### src/rtl/reg_file_dump.sv
// General-purpose register bank: one write port, two combinational read ports,
// per-entry dirty flags and a valid/ready engine that streams every entry out.
module reg_file_dump #(
    parameter int unsigned WIDTH   = 16,
    parameter int unsigned DEPTH   = 8,
    parameter bit          BYPASS  = 1'b1,
    parameter bit          ZERO_R0 = 1'b0,
    localparam int unsigned AW     = $clog2(DEPTH)
) (
    input  logic             Clk,
    input  logic             Reset,
    input  logic             Load,
    input  logic [AW-1:0]    WrAddr,
    input  logic [WIDTH-1:0] Din,
    input  logic [AW-1:0]    RdAddrA,
    input  logic [AW-1:0]    RdAddrB,
    output logic [WIDTH-1:0] DoutA,
    output logic [WIDTH-1:0] DoutB,
    output logic [DEPTH-1:0] Dirty,
    input  logic             DirtyClr,
    input  logic             DumpStart,
    output logic             DumpBusy,
    output logic             DumpValid,
    input  logic             DumpReady,
    output logic [AW-1:0]    DumpAddr,
    output logic [WIDTH-1:0] DumpData
);

    localparam logic [AW:0]   DepthW   = (AW + 1)'(DEPTH);
    localparam logic [AW-1:0] LastAddr = AW'(DEPTH - 1);

    typedef enum logic {StIdle, StDump} state_t;

    logic [WIDTH-1:0] mem [DEPTH];
    logic             wr_en;
    logic [AW-1:0]    next_addr;
    state_t           state;

    function automatic logic in_range(input logic [AW-1:0] a);
        return {1'b0, a} < DepthW;
    endfunction

    // Out-of-range and hardwired-zero writes are dropped entirely, including bypass.
    assign wr_en     = Load && in_range(WrAddr) && !(ZERO_R0 && WrAddr == '0);
    assign next_addr = DumpAddr + AW'(1);

    always_ff @(posedge Clk) begin
        if (!Reset) begin
            for (int unsigned i = 0; i < DEPTH; i++) begin
                mem[i] <= '0;
            end
        end else if (wr_en) begin
            mem[WrAddr] <= Din;
        end
    end

    always_ff @(posedge Clk) begin
        if (!Reset) begin
            Dirty <= '0;
        end else begin
            if (DirtyClr) begin
                Dirty <= '0;
            end
            if (wr_en) begin
                Dirty[WrAddr] <= 1'b1;
            end
        end
    end

    always_comb begin
        DoutA = '0;
        if (in_range(RdAddrA) && !(ZERO_R0 && RdAddrA == '0)) begin
            if (BYPASS && wr_en && WrAddr == RdAddrA) begin
                DoutA = Din;
            end else begin
                DoutA = mem[RdAddrA];
            end
        end
    end

    always_comb begin
        DoutB = '0;
        if (in_range(RdAddrB) && !(ZERO_R0 && RdAddrB == '0)) begin
            if (BYPASS && wr_en && WrAddr == RdAddrB) begin
                DoutB = Din;
            end else begin
                DoutB = mem[RdAddrB];
            end
        end
    end

    // DumpData samples mem before this edge's write lands, giving snapshot semantics.
    always_ff @(posedge Clk) begin
        if (!Reset) begin
            state     <= StIdle;
            DumpBusy  <= 1'b0;
            DumpValid <= 1'b0;
            DumpAddr  <= '0;
            DumpData  <= '0;
        end else begin
            case (state)
                StIdle: begin
                    if (DumpStart) begin
                        state     <= StDump;
                        DumpBusy  <= 1'b1;
                        DumpValid <= 1'b1;
                        DumpAddr  <= '0;
                        DumpData  <= mem[0];
                    end
                end
                StDump: begin
                    if (DumpValid && DumpReady) begin
                        if (DumpAddr == LastAddr) begin
                            state     <= StIdle;
                            DumpBusy  <= 1'b0;
                            DumpValid <= 1'b0;
                            DumpAddr  <= '0;
                        end else begin
                            DumpAddr <= next_addr;
                            DumpData <= mem[next_addr];
                        end
                    end
                end
                default: begin
                    state <= StIdle;
                end
            endcase
        end
    end

endmodule

### config.mk
export PLATFORM = sky130hd
export DESIGN_NAME = reg_file_dump
export DESIGN_NICKNAME = d
export VERILOG_FILES = /design/src/rtl/reg_file_dump.sv
export SDC_FILE = /design/constraint.sdc
export NUM_CORES = 1
export LEC_CHECK = 0
export BUFFER_PORTS_ARGS = -buffer_cell sky130_fd_sc_hd__buf_2
export CORE_UTILIZATION = 45
export CTS_CLUSTER_DIAMETER = 80
export DETAILED_ROUTE_END_ITERATION = 12
export GPL_ROUTABILITY_DRIVEN = 0
export PLACE_DENSITY = 0.7
export SYNTH_ARGS = -nofsm -noshare
export SYNTH_HDL_FRONTEND = slang
export SYNTH_SLANG_ARGS = --single-unit
### constraint.sdc
create_clock -name Clk -period 3.5 [get_ports Clk]
set_input_delay 0.7 -clock Clk [delete_from_list [all_inputs] [get_ports Clk]]
set_output_delay 0.7 -clock Clk [all_outputs]
set_load 0.02 [all_outputs]
==> Word level (Yosys, flattened, before mapping) <==
Memories as Yosys holds them, arrays and structs flattened.
Cells that the tools add are included.
{ "word_totals": {"reg_bits": 29, "latch_bits": 0, "ram_bits": 128, "mem_bits_ro": 0, "in_bits": 31, "output_inout_bits": 61, "word_cells": 56, "n_memories": 1} }
{ "memory_table": {"columns": ["name", "words", "width", "rd", "rd_ports_with_merged_regs", "write_ports", "line", "source"], "rows": [
  ["mem", 8, 16, 4, 0, 8, "34", "logic [WIDTH-1:0] mem [DEPTH];"]
]} }
{ "op_classes": {"add_sub_neg": 1, "mul": 0, "div_mod_pow": 0, "order_cmp": 2, "eq_ne": 7, "n_shift": 0, "mux": 30, "bitwise": 2, "reduce_logical": 8} }
{ "ops": {"columns": ["cell", "count"], "rows": [
  ["$mux W16", 6],
  ["$pmux W16 S2", 1],
  ["$mux W8", 3],
  ["$reduce_or A16 Y1", 1],
  ["$mux W1", 12],
  ["$mux W3", 4],
  ["$or A8 B8 Y8", 1],
  ["$eq A3 B3 Y1", 2],
  ["$pmux W3 S2", 1],
  ["$reduce_and A3 Y1", 2],
  ["$logic_and A1 B1 Y1", 4],
  ["$lt A3 B4 Y1 const B", 1],
  ["$ne A2 B1 Y1 const B", 2],
  ["$ne A2 B2 Y1 const B", 2],
  ["$pmux W1 S2", 2],
  ["$add A3 B1 Y3 const B", 1],
  ["$demux W1 S3", 1],
  ["$eq A3 B3 Y1 const B", 1],
  ["$ge A3 B1 Y1 const B", 1],
  ["$reduce_and A2 Y1", 1],
  ["$not A1 Y1", 1]
]} }

==> Logic depth before layout (Yosys ltp) <==
Gate-level depths: netlist of the first run.
{ "logic_depth": {"word_depth": 6, "mapped_depth": 7, "ltp_nobuf": 5} }

==> Worst setup path after synthesis of the first run <==
OpenSTA, ideal clock, no wires.
{ "synth_timing": {"kind": "input-to-output", "start": "input RdAddrA[1]", "end": "output DoutA[0]", "arrival_time_ns": 2.090, "required_time_ns": 2.800, "setup_slack_ns": 0.710, "path_stages": 5, "path_buffers": 2, "cell_sequence": "clkbuf_1 > clkbuf_1 > mux4_1 > mux2_2 > mux2_2"} }
{ "synth_via": {"elab_chain_cells": 3, "elab_cells_between_ends": 4, "classes_between": "eq/ne (1); mux (1); reduce/logical (1); memory (1)"} }
{ "synth_rtl": {"columns": ["item", "line", "source"], "rows": [
  ["start, declared", "15", "input logic [AW-1:0] RdAddrA,"],
  ["branches (longest 2 deep; another with $mem_v2 Z8 W16)", null, null],
  ["$mux W16 *", "73", "if (BYPASS && wr_en && WrAddr == RdAddrA) begin"],
  ["end, declared", "17", "output logic [WIDTH-1:0] DoutA,"]
]} }
Mark *: on every way between the ends.

==> Worst setup path after layout of the first run <==
{ "layout_timing": {"start": "input RdAddrA[0]", "end": "output DoutA[14]"} }
Same word-level chain as after synthesis.

==> impl_results.md, run 1 <==
* Syn Inst Count at 627
* Leakage at between 4 and 5 nW
* Max IR drop VDD at 0.000277 V
* Avg Inst Size Synth at 15.3 um2
* Syn. warnings at 0
* Final setup violating endpoints at 0
* Fin crit period at ~3100 ps
* Sink Count at roughly 160
* Most frequent CP cell: buf_2
* Largest net degree at the start of global routing at 35
* P per Cell Area at about 450 nW/um2
* Post-DRT Antenna Nets at 0
* IO Count at 92
* First-pass GRT wire length at about 40000 um
* CP arrival at 2420 ps
* Number of global-route vias before repair at 6654
* Initial drt markers at approximately 540
* Worst path max stage delay at 630 ps
* Fin. Hold Viols at 0
* Synth unique cells at 32
* TritonCTS buffer count at 17
* Class of the worst hold path: flop to flop
* Status: completed
* CP top delay family: multiplexers
* Commonest non-fill, non-tap cell in the layout: and2_1
* Worst-path cell chain: buf_2 > buf_12 > mux4_1 > mux2_2 > mux2_4 > buf_2
* Fin crit share at 89.2%
* Layout filler cell count at about 1800
* Vias post-DR at 6424
* Relative slew slack at 14.4%
* Routed WL at 26900 um
* Reg2reg setup slack at 1130 ps
* Post-CTS Setup Inserts at 0
* Crit path buf inv count at 3
* Req. time, crit path at 2800 ps
* Slew @ Worst Pin at 1280 ps
* Post-synthesis sequential area ratio at 46.0%
* Gr usage total at 25.5%
* Post-synthesis cell area at slightly below 10000 um2
* Final core occ at 53.0%
* EDFF count, synth at 128
* Gr ovfl total at 0
* Syn_nets at 660
* Post-CTS resize count at 0
* Fin cells at approximately 1000
* Area delta synth->final at 15.5%
* Inst Count DP at between 900 and 1000
* Share of cells above drive strength 1 at 35.9%
* Clock transition at path regs at about 70 ps
* Worst Path Max Fanout at 33
* Setup ws final at ~380 ps
* Chip Height at 148 um
* Ys async rst share at 0%
* Buffers on Ports at 91
* Detailed placement HPWL at 17600 um
* WL/cell at ~27 um
* Fmax at about 320 MHz
* Most frequent cells in the layout: and2_1, edfxtp_1, buf_2
* Pins Over Slew Limit at 0
* Setup total negative slack at 0 ps
* H-tree depth at 4
* R2r startpoint: DumpAddr[1]$_SDFFE_PN0P_
* Unrepaired setup endpoints after global routing: false
* Final #Nets at ~750
* Worst-case clock buffer depth at 2
* Crit path kind: primary input to output pin
* Core area at roughly 21000 um2
* Crit end category: output pin
* CTS tree: done
* Pwr Total at 4.96 mW
* Die area at 21900 um2
* Max-Cap Viols at 0
* Drt pass-1 iters at 7
* Vias per inst at about 6.4
* Register bit count reported by yosys at around 160
* Die X at 148 um
* Type of origin of the critical path: primary input
* DP Worst Slack at 407 ps
* Row count at 53
* Slowest-stage cell, CP: mux4_1
* Post-synth top flop: edfxtp_1
* Worst setup path start: RdAddrA[0]
* Clk_skew at 7.08 ps
* Initial Util at a little under half
* Clock root buffer: clkbuf_16
* Hold path start: Dirty[3]$_SDFF_PN0_
* Drc violations at 0
* Initial antenna violation count at 2
* Cts hold-fix bufs at 0
* Clk Latency, worst-skew pair at 430 ps
[area by class of cell]
cell class              count  area, um2  share of cell area (%)
well taps                 275        344                    3.10
clock buffers              21        526                    4.74
repair buffers            132        813                    7.33
clock inverters            11        105                   0.947
multi-input cells         412       4880                    44.0
flip-flops and latches    157       4420                    39.9
diodes                      1       2.50                  0.0225
[per-layer routing]
metal,vias up,global-route usage (%),share of wire (%)
met5,-,0,0.030
met4,2,14.0,4.6
met3,88,4.91,8.1
met2,357,42.3,49
met1,3237,31.4,38
li1,2740,-,-
[synthesized netlist by cell type (2+ instances only)]
| master | n | share of area (%) |
|---|---|---|
| xnor2_1 | 6 | 0.55 |
| nand4_1 | 19 | 1.2 |
| dfxtp_1 | 29 | 6.0 |
| o21ai_0 | 7 | 0.36 |
| a21boi_0 | 3 | 0.23 |
| buf_4 | 3 | 0.23 |
| nand3_1 | 7 | 0.36 |
| o221ai_1 | 16 | 1.5 |
| nor3_1 | 2 | 0.10 |
| mux4_2 | 32 | 7.5 |
| a21o_1 | 8 | 0.63 |
| mux2_2 | 53 | 6.2 |
| nand2b_1 | 5 | 0.33 |
| mux2i_1 | 16 | 1.7 |
| buf_6 | 10 | 1.2 |
| nand2_1 | 2 | 0.078 |
| buf_2 | 8 | 0.42 |
| buf_1 | 2 | 0.078 |
| nand3b_1 | 17 | 1.3 |
| edfxtp_1 | 128 | 40 |
| clkbuf_1 | 35 | 1.4 |
| ha_1 | 2 | 0.26 |
| nor2_1 | 7 | 0.27 |
| mux2_4 | 11 | 1.7 |
| mux4_1 | 64 | 17 |
| and2_1 | 129 | 8.4 |
[where the power goes]
part           leakage [nW]  switching, mW  internal [mW]
sequential             1.46         0.0885           2.13
clock                 0.315          0.827           1.11
combinational          2.46          0.414          0.386
[metrics by stage]
| stage | hold WS (ps) | cell area, um2 |
|---|---|---|
| finish | 449 | 11100 |
| global route | 488 | 11100 |
| CTS | 452 | 11100 |
| detailed placement | 434 | 10500 |
| global placement | 433 | 10500 |
| floorplan | 567 | 9610 |
[final timing paths]
path,to,depth (start not counted)
worst max-delay path,DoutA[14],6
worst min-delay path,Dirty[3]$_SDFF_PN0_,1
worst max register to register,DumpData[10]$_SDFFE_PN0P_,5
worst min register to register,Dirty[3]$_SDFF_PN0_,1
[logic make-up after synthesis]
family                     Yosys count  share of synthesized area, %
xor gates and xnor gates             6                         0.547
buffers and inverters               58                          3.27
adders and majority gates            2                         0.260
AOI/OAI and AO/OA                   36                          2.85
muxes                              176                          34.6
DFF                                157                          46.0
and+or+nand+nor                    192                          12.4
[flip-flops by register name, summed over array words and instances, names as in the netlist]
name / flops
DumpData: 16
Dirty: 8
DumpValid: 1
state: 1
mem: 128
DumpAddr: 3
(Power assumes the default switching activity.)
==> run 2: changes to the inputs <==
--- a/config.mk
+++ b/config.mk
@@ -6,10 +6,13 @@
 export NUM_CORES = 1
 export LEC_CHECK = 0
 export BUFFER_PORTS_ARGS = -buffer_cell sky130_fd_sc_hd__buf_2
+export CORE_ASPECT_RATIO = 0.75
+export CORE_MARGIN = 2
 export CORE_UTILIZATION = 45
 export CTS_CLUSTER_DIAMETER = 80
 export DETAILED_ROUTE_END_ITERATION = 12
 export GPL_ROUTABILITY_DRIVEN = 0
+export HOLD_SLACK_MARGIN = 0.02
 export PLACE_DENSITY = 0.7
 export SYNTH_ARGS = -nofsm -noshare
 export SYNTH_HDL_FRONTEND = slang
==> impl_results.md, run 2 (synthesis gave the netlist of run 1 again) <==
* Req. time, crit path at 2800 ps
* P per Cell Area at 439 nW/um2
* Number of global-route vias before repair at 6686
* Pins Over Slew Limit at 0
* Die area at 22600 um2
* Sink Count at 157
* Crit path buf inv count at 3
* Commonest non-fill, non-tap cell in the layout: and2_1
* Slew @ Worst Pin at 883 ps
* First-pass GRT wire length at 40800 um
* R2r endpoint: DumpData[14]$_SDFFE_PN0P_
* CP arrival at 2510 ps
* Largest register by flop count: mem
* Most frequent CP cell: buf_2
* Largest regs: mem x128, DumpData x16, Dirty x8
* Fin crit period at ~3200 ps
* Most frequent cells in the layout: and2_1, edfxtp_1, buf_2
* Class of the worst hold path: flop to flop
* Gr ovfl total at 0
* Buffers on Ports at 91
* Gr usage total at 24.7%
* Worst setup path start: RdAddrA[0]
* Drc violations at 0
* Initial Util at 45.6%
* Slowest-stage cell, CP: mux4_1
* Max IR drop VDD at 0.000286 V
* Worst Path Max Fanout at 13
* Initial drt markers at 611
* Hold Path Stages at 1
* IO Count at 92
* CTS tree: done
* Setup total negative slack at 0 ps
* Vias post-DR at ~6400
* Max-Cap Viols at 0
* TritonCTS buffer count at 17
* Reg2Reg Depth at 6
* Relative slew slack at between 40% and 50%
* Clk Latency, worst-skew pair at around 430 ps
* Reg2reg setup slack at approximately 1200 ps
* Core area at between 20000 and 25000 um2
* Largest register FFs at between 100 and 150
* WL/cell at 26.4 um
* Vias per inst at 6.27
* Worst-path cell chain: buf_2 > buf_12 > mux4_1 > mux2_2 > mux2_4 > buf_2
* R2r startpoint: DumpAddr[1]$_SDFFE_PN0P_
* Detailed placement HPWL at around 18000 um
* Largest net degree at the start of global routing at 48
* Clock root buffer: clkbuf_16
* CP top delay family: multiplexers
* Die X at 173 um
* Layout filler cell count at 1770
* Worst path depth at 6
* Hold worst-path end: Dirty[3]$_SDFF_PN0_
* Initial antenna violation count at 0
* Routed WL at 27000 um
* Worst hold slack at 452 ps
* Worst path max stage delay at 560 ps
* Area delta synth->final at 15.7%
* Cts hold-fix bufs at 0
* Worst-case clock buffer depth at 2
* Clk_skew at 10.9 ps
* Final setup violating endpoints at 0
* Antenna Cells at 0
* Crit end category: output pin
* Leakage at 4.23 nW
* Fin. Hold Viols at 0
* Post-CTS resize count at 0
* Type of origin of the critical path: primary input
* Chip Height at roughly 130 um
* Hold path start: Dirty[3]$_SDFF_PN0_
* Post-DRT Antenna Nets at 0
* Drt pass-1 iters at 5
* Unrepaired setup endpoints after global routing: false
* H-tree depth at 4
* Clock transition at path regs at 70 ps
* Post-CTS Setup Inserts at 0
* Share of cells above drive strength 1 at 36.0%
* Final #Nets at about 750
* Fin crit share at 91.8%
* Fmax at 311 MHz
* Row count at 46
* Status: completed
* Crit path kind: primary input to output pin
[run 2: per-stage QoR]
step                      cell area [um2]  setup WS [ps]  util [%]  total power [mW]  instances
final                               11100            289      52.8              4.89       1022
after CTS                           11100            308      52.8              4.91       1022
after global routing                11100            261      52.8              5.04       1022
after detailed placement            10500            310      50.0              3.06        990
after floorplan                      9610            710         -              2.77        627
after global placement              10500            347      50.0              3.03        990
[run 2: power breakdown]
part	internal (mW)	leakage [nW]	total, mW	switching [mW]
combinational	0.390	2.48	0.806	0.416
clock	1.05	0.290	1.86	0.814
sequential	2.13	1.46	2.22	0.0874
[run 2: how the worst max path moves through the flow]
stage / to / slack (ps)
after global placement: DoutB[7] / 350
after detailed placement: DoutA[2] / 310
after global routing: DoutA[13] / 260
final: DoutA[13] / 290
after CTS: DoutA[2] / 310
after floorplan: DoutA[0] / 710
[run 2: final cells by class]
type                            count  area (um2)  share of cell area [%]
Clock buffer                       18         450                    4.05
Clock inverter                     14         145                    1.30
Timing Repair Buffer              133         858                    7.72
Tap cell                          288         360                    3.24
Multi-Input combinational cell    412        4880                    43.9
Sequential cell                   157        4420                    39.8
[run 2: routing by layer]
metal	wire length [um]	track usage [%]
met1	10700	30.4
met2	13300	42.6
met3	2240	6.66
met4	762	9.02
met5	0	0
[run 2: worst reg2reg max path, delay by kind of cell, from the launching register on]
family          cells  cell delay (ps)
compound gates      1              230
simple gates        2              900
fa+ha+maj           2              380
flops               1              370
buf+inv             1              290
==> run 3: changes to the inputs <==
--- a/config.mk
+++ b/config.mk
@@ -8,12 +8,12 @@
 export BUFFER_PORTS_ARGS = -buffer_cell sky130_fd_sc_hd__buf_2
 export CORE_ASPECT_RATIO = 0.75
 export CORE_MARGIN = 2
-export CORE_UTILIZATION = 45
+export CORE_UTILIZATION = 43
 export CTS_CLUSTER_DIAMETER = 80
 export DETAILED_ROUTE_END_ITERATION = 12
 export GPL_ROUTABILITY_DRIVEN = 0
 export HOLD_SLACK_MARGIN = 0.02
-export PLACE_DENSITY = 0.7
+export PLACE_DENSITY = 0.68
 export SYNTH_ARGS = -nofsm -noshare
 export SYNTH_HDL_FRONTEND = slang
 export SYNTH_SLANG_ARGS = --single-unit
==> constraint.sdc (replaced) <==
create_clock -name Clk -period 3.85 [get_ports Clk]
set_input_delay 0.77 -clock Clk [delete_from_list [all_inputs] [get_ports Clk]]
set_output_delay 0.77 -clock Clk [all_outputs]
set_load 0.02 [all_outputs]
==> impl_results.md, run 3 (synthesis gave the netlist of run 1 again) <==
* Chip Height at around 130 um
* Hold path start: Dirty[6]$_SDFF_PN0_
* R2r startpoint: DumpAddr[1]$_SDFFE_PN0P_
* Largest register by flop count: mem
* Clk_skew at between 5 and 6 ps
* Area post-placement at around 10000 um2
* Drc violations at 0
* Fin. Hold Viols at 0
* Gr usage total at 24.2%
* Crit end category: output pin
* Initial antenna violation count at 0
* Fin crit period at 3240 ps
* TritonCTS buffer count at 17
* Largest register FFs at 128
* Post-CTS resize count at 0
* Layout filler cell count at between 1500 and 2000
* Req. time, crit path at 3080 ps
* Crit path kind: primary input to output pin
* Setup ws final at roughly 610 ps
* Die area at 23600 um2
* Worst path max stage delay at roughly 600 ps
* Type of origin of the critical path: primary input
* Worst setup path start: RdAddrA[0]
* Crit path buf inv count at 3
* Clock root buffer: clkbuf_16
* CP top delay family: multiplexers
* Fin crit share at 84.1%
* Fmax at about 310 MHz
* Commonest non-fill, non-tap cell in the layout: and2_1
* Final core occ at 50.0%
* Initial Util at 43.7%
* Share of cells above drive strength 1 at a little over a third
* P per Cell Area at roughly 400 nW/um2
* Detailed placement HPWL at 17000 um
* Number of global-route vias before repair at 6631
* Worst-case clock buffer depth at 2
* Initial drt markers at 688
* Status: completed
* Gr ovfl total at 0
* Drt pass-1 iters at 5
* Post-CTS Setup Inserts at 0
* Sink Count at 157
* Clock transition at path regs at 60 ps
* Relative slew slack at 29.7%
* DP Worst Slack at 629 ps
* Routed WL at between 20000 and 30000 um
* CTS tree: done
* Vias per inst at 6.33
* Row count at 47
* Design area at 11000 um2
* Antenna Cells at 0
* Final setup violating endpoints at 0
* Cts hold-fix bufs at 0
* Most frequent cells in the layout: and2_1, edfxtp_1, buf_2
* Clk Latency, worst-skew pair at 430 ps
* Core area at roughly 22000 um2
* Unrepaired setup endpoints after global routing: false
* Post-DRT Antenna Nets at 0
* IO Count at 92
* Max-Cap Viols at 0
* Class of the worst hold path: flop to flop
* Worst Path Max Fanout at 33
* Pins Over Slew Limit at 0
* Slowest-stage cell, CP: mux4_1
* Pwr Total at ~4.4 mW
* Die X at 177 um
* Worst-path cell chain: buf_2 > buf_12 > mux4_1 > mux2_2 > mux2_4 > buf_2
* Most frequent CP cell: buf_2
* Vias post-DR at 6469
* Max IR drop VDD at around 0.00026 V
* H-tree depth at 4
* First-pass GRT wire length at between 40000 and 50000 um
* Area delta synth->final at 14.5%
* Buffers on Ports at 91
* Leakage at ~4.2 nW
* Slew @ Worst Pin at 1050 ps
* Largest regs: mem x128, DumpData x16, Dirty x8
* CP arrival at 2470 ps
* WL/cell at around 27 um
* Final #Nets at 748
* Largest net degree at the start of global routing at 45
* Setup total negative slack at 0 ps
==> run 3: cell count changes in the layout (fill, tap and decap cells not counted), sizes merged <==
cell | before | now
clkbuf | 18 | 19
clkinvlp | 1 | 0
clkinv | 4 | 5
bufinv | 1 | 0
buf | 133 | 127
==> run 3: final timing paths <==
| path | end | cells after the start | slack, ps |
|---|---|---|---|
| worst max-delay path | DoutA[13] | 6 | 610 |
| worst min-delay path | Dirty[6]$_SDFF_PN0_ | 1 | 450 |
| worst min register to register | Dirty[6]$_SDFF_PN0_ | 1 | 450 |
| worst max register to register | DumpData[14]$_SDFFE_PN0P_ | 5 | 1540 |
==> run 3: stage by stage <==
stage	hold slack (ps)	instances
after global routing	475	1022
after detailed placement	437	990
after floorplan	567	627
final	449	1022
after global placement	436	990
after CTS	454	1022
==> run 3: cell type report <==
type                    instances  area [um2]  share of cell area, %
flip-flops and latches        157        4420                   40.2
multi-input cells             412        4880                   44.4
clock inverters                13         100                  0.910
well taps                     294         368                   3.34
clock buffers                  19         475                   4.32
repair buffers                127         751                   6.82
==> run 3: routing by layer <==
metal / part of all wire (%) / up-vias / track usage [%]
li1: - / 2736 / -
met1: 40 / 3294 / 31.7
met2: 48 / 380 / 38.7
met3: 9.4 / 59 / 6.91
met4: 2.9 / 0 / 8.40
met5: 0 / - / 0
==> run 3: power by group <==
part	internal, mW	total [mW]	switching (mW)	leakage, nW
combinational	0.345	0.725	0.379	2.43
sequential	1.94	2.02	0.0789	1.46
clock	0.915	1.65	0.732	0.292
total	3.20	4.39	1.19	4.18
==> run 3: worst register-to-register path, delay by kind of cell (launching register included) <==
kind | cells | cell delay (ps)
multiplexers | 2 | 810
buffers and inverters | 1 | 550
flip-flops | 1 | 340
adder cells (fa/ha/maj) | 1 | 340
AO/OA/AOI/OAI | 1 | 150
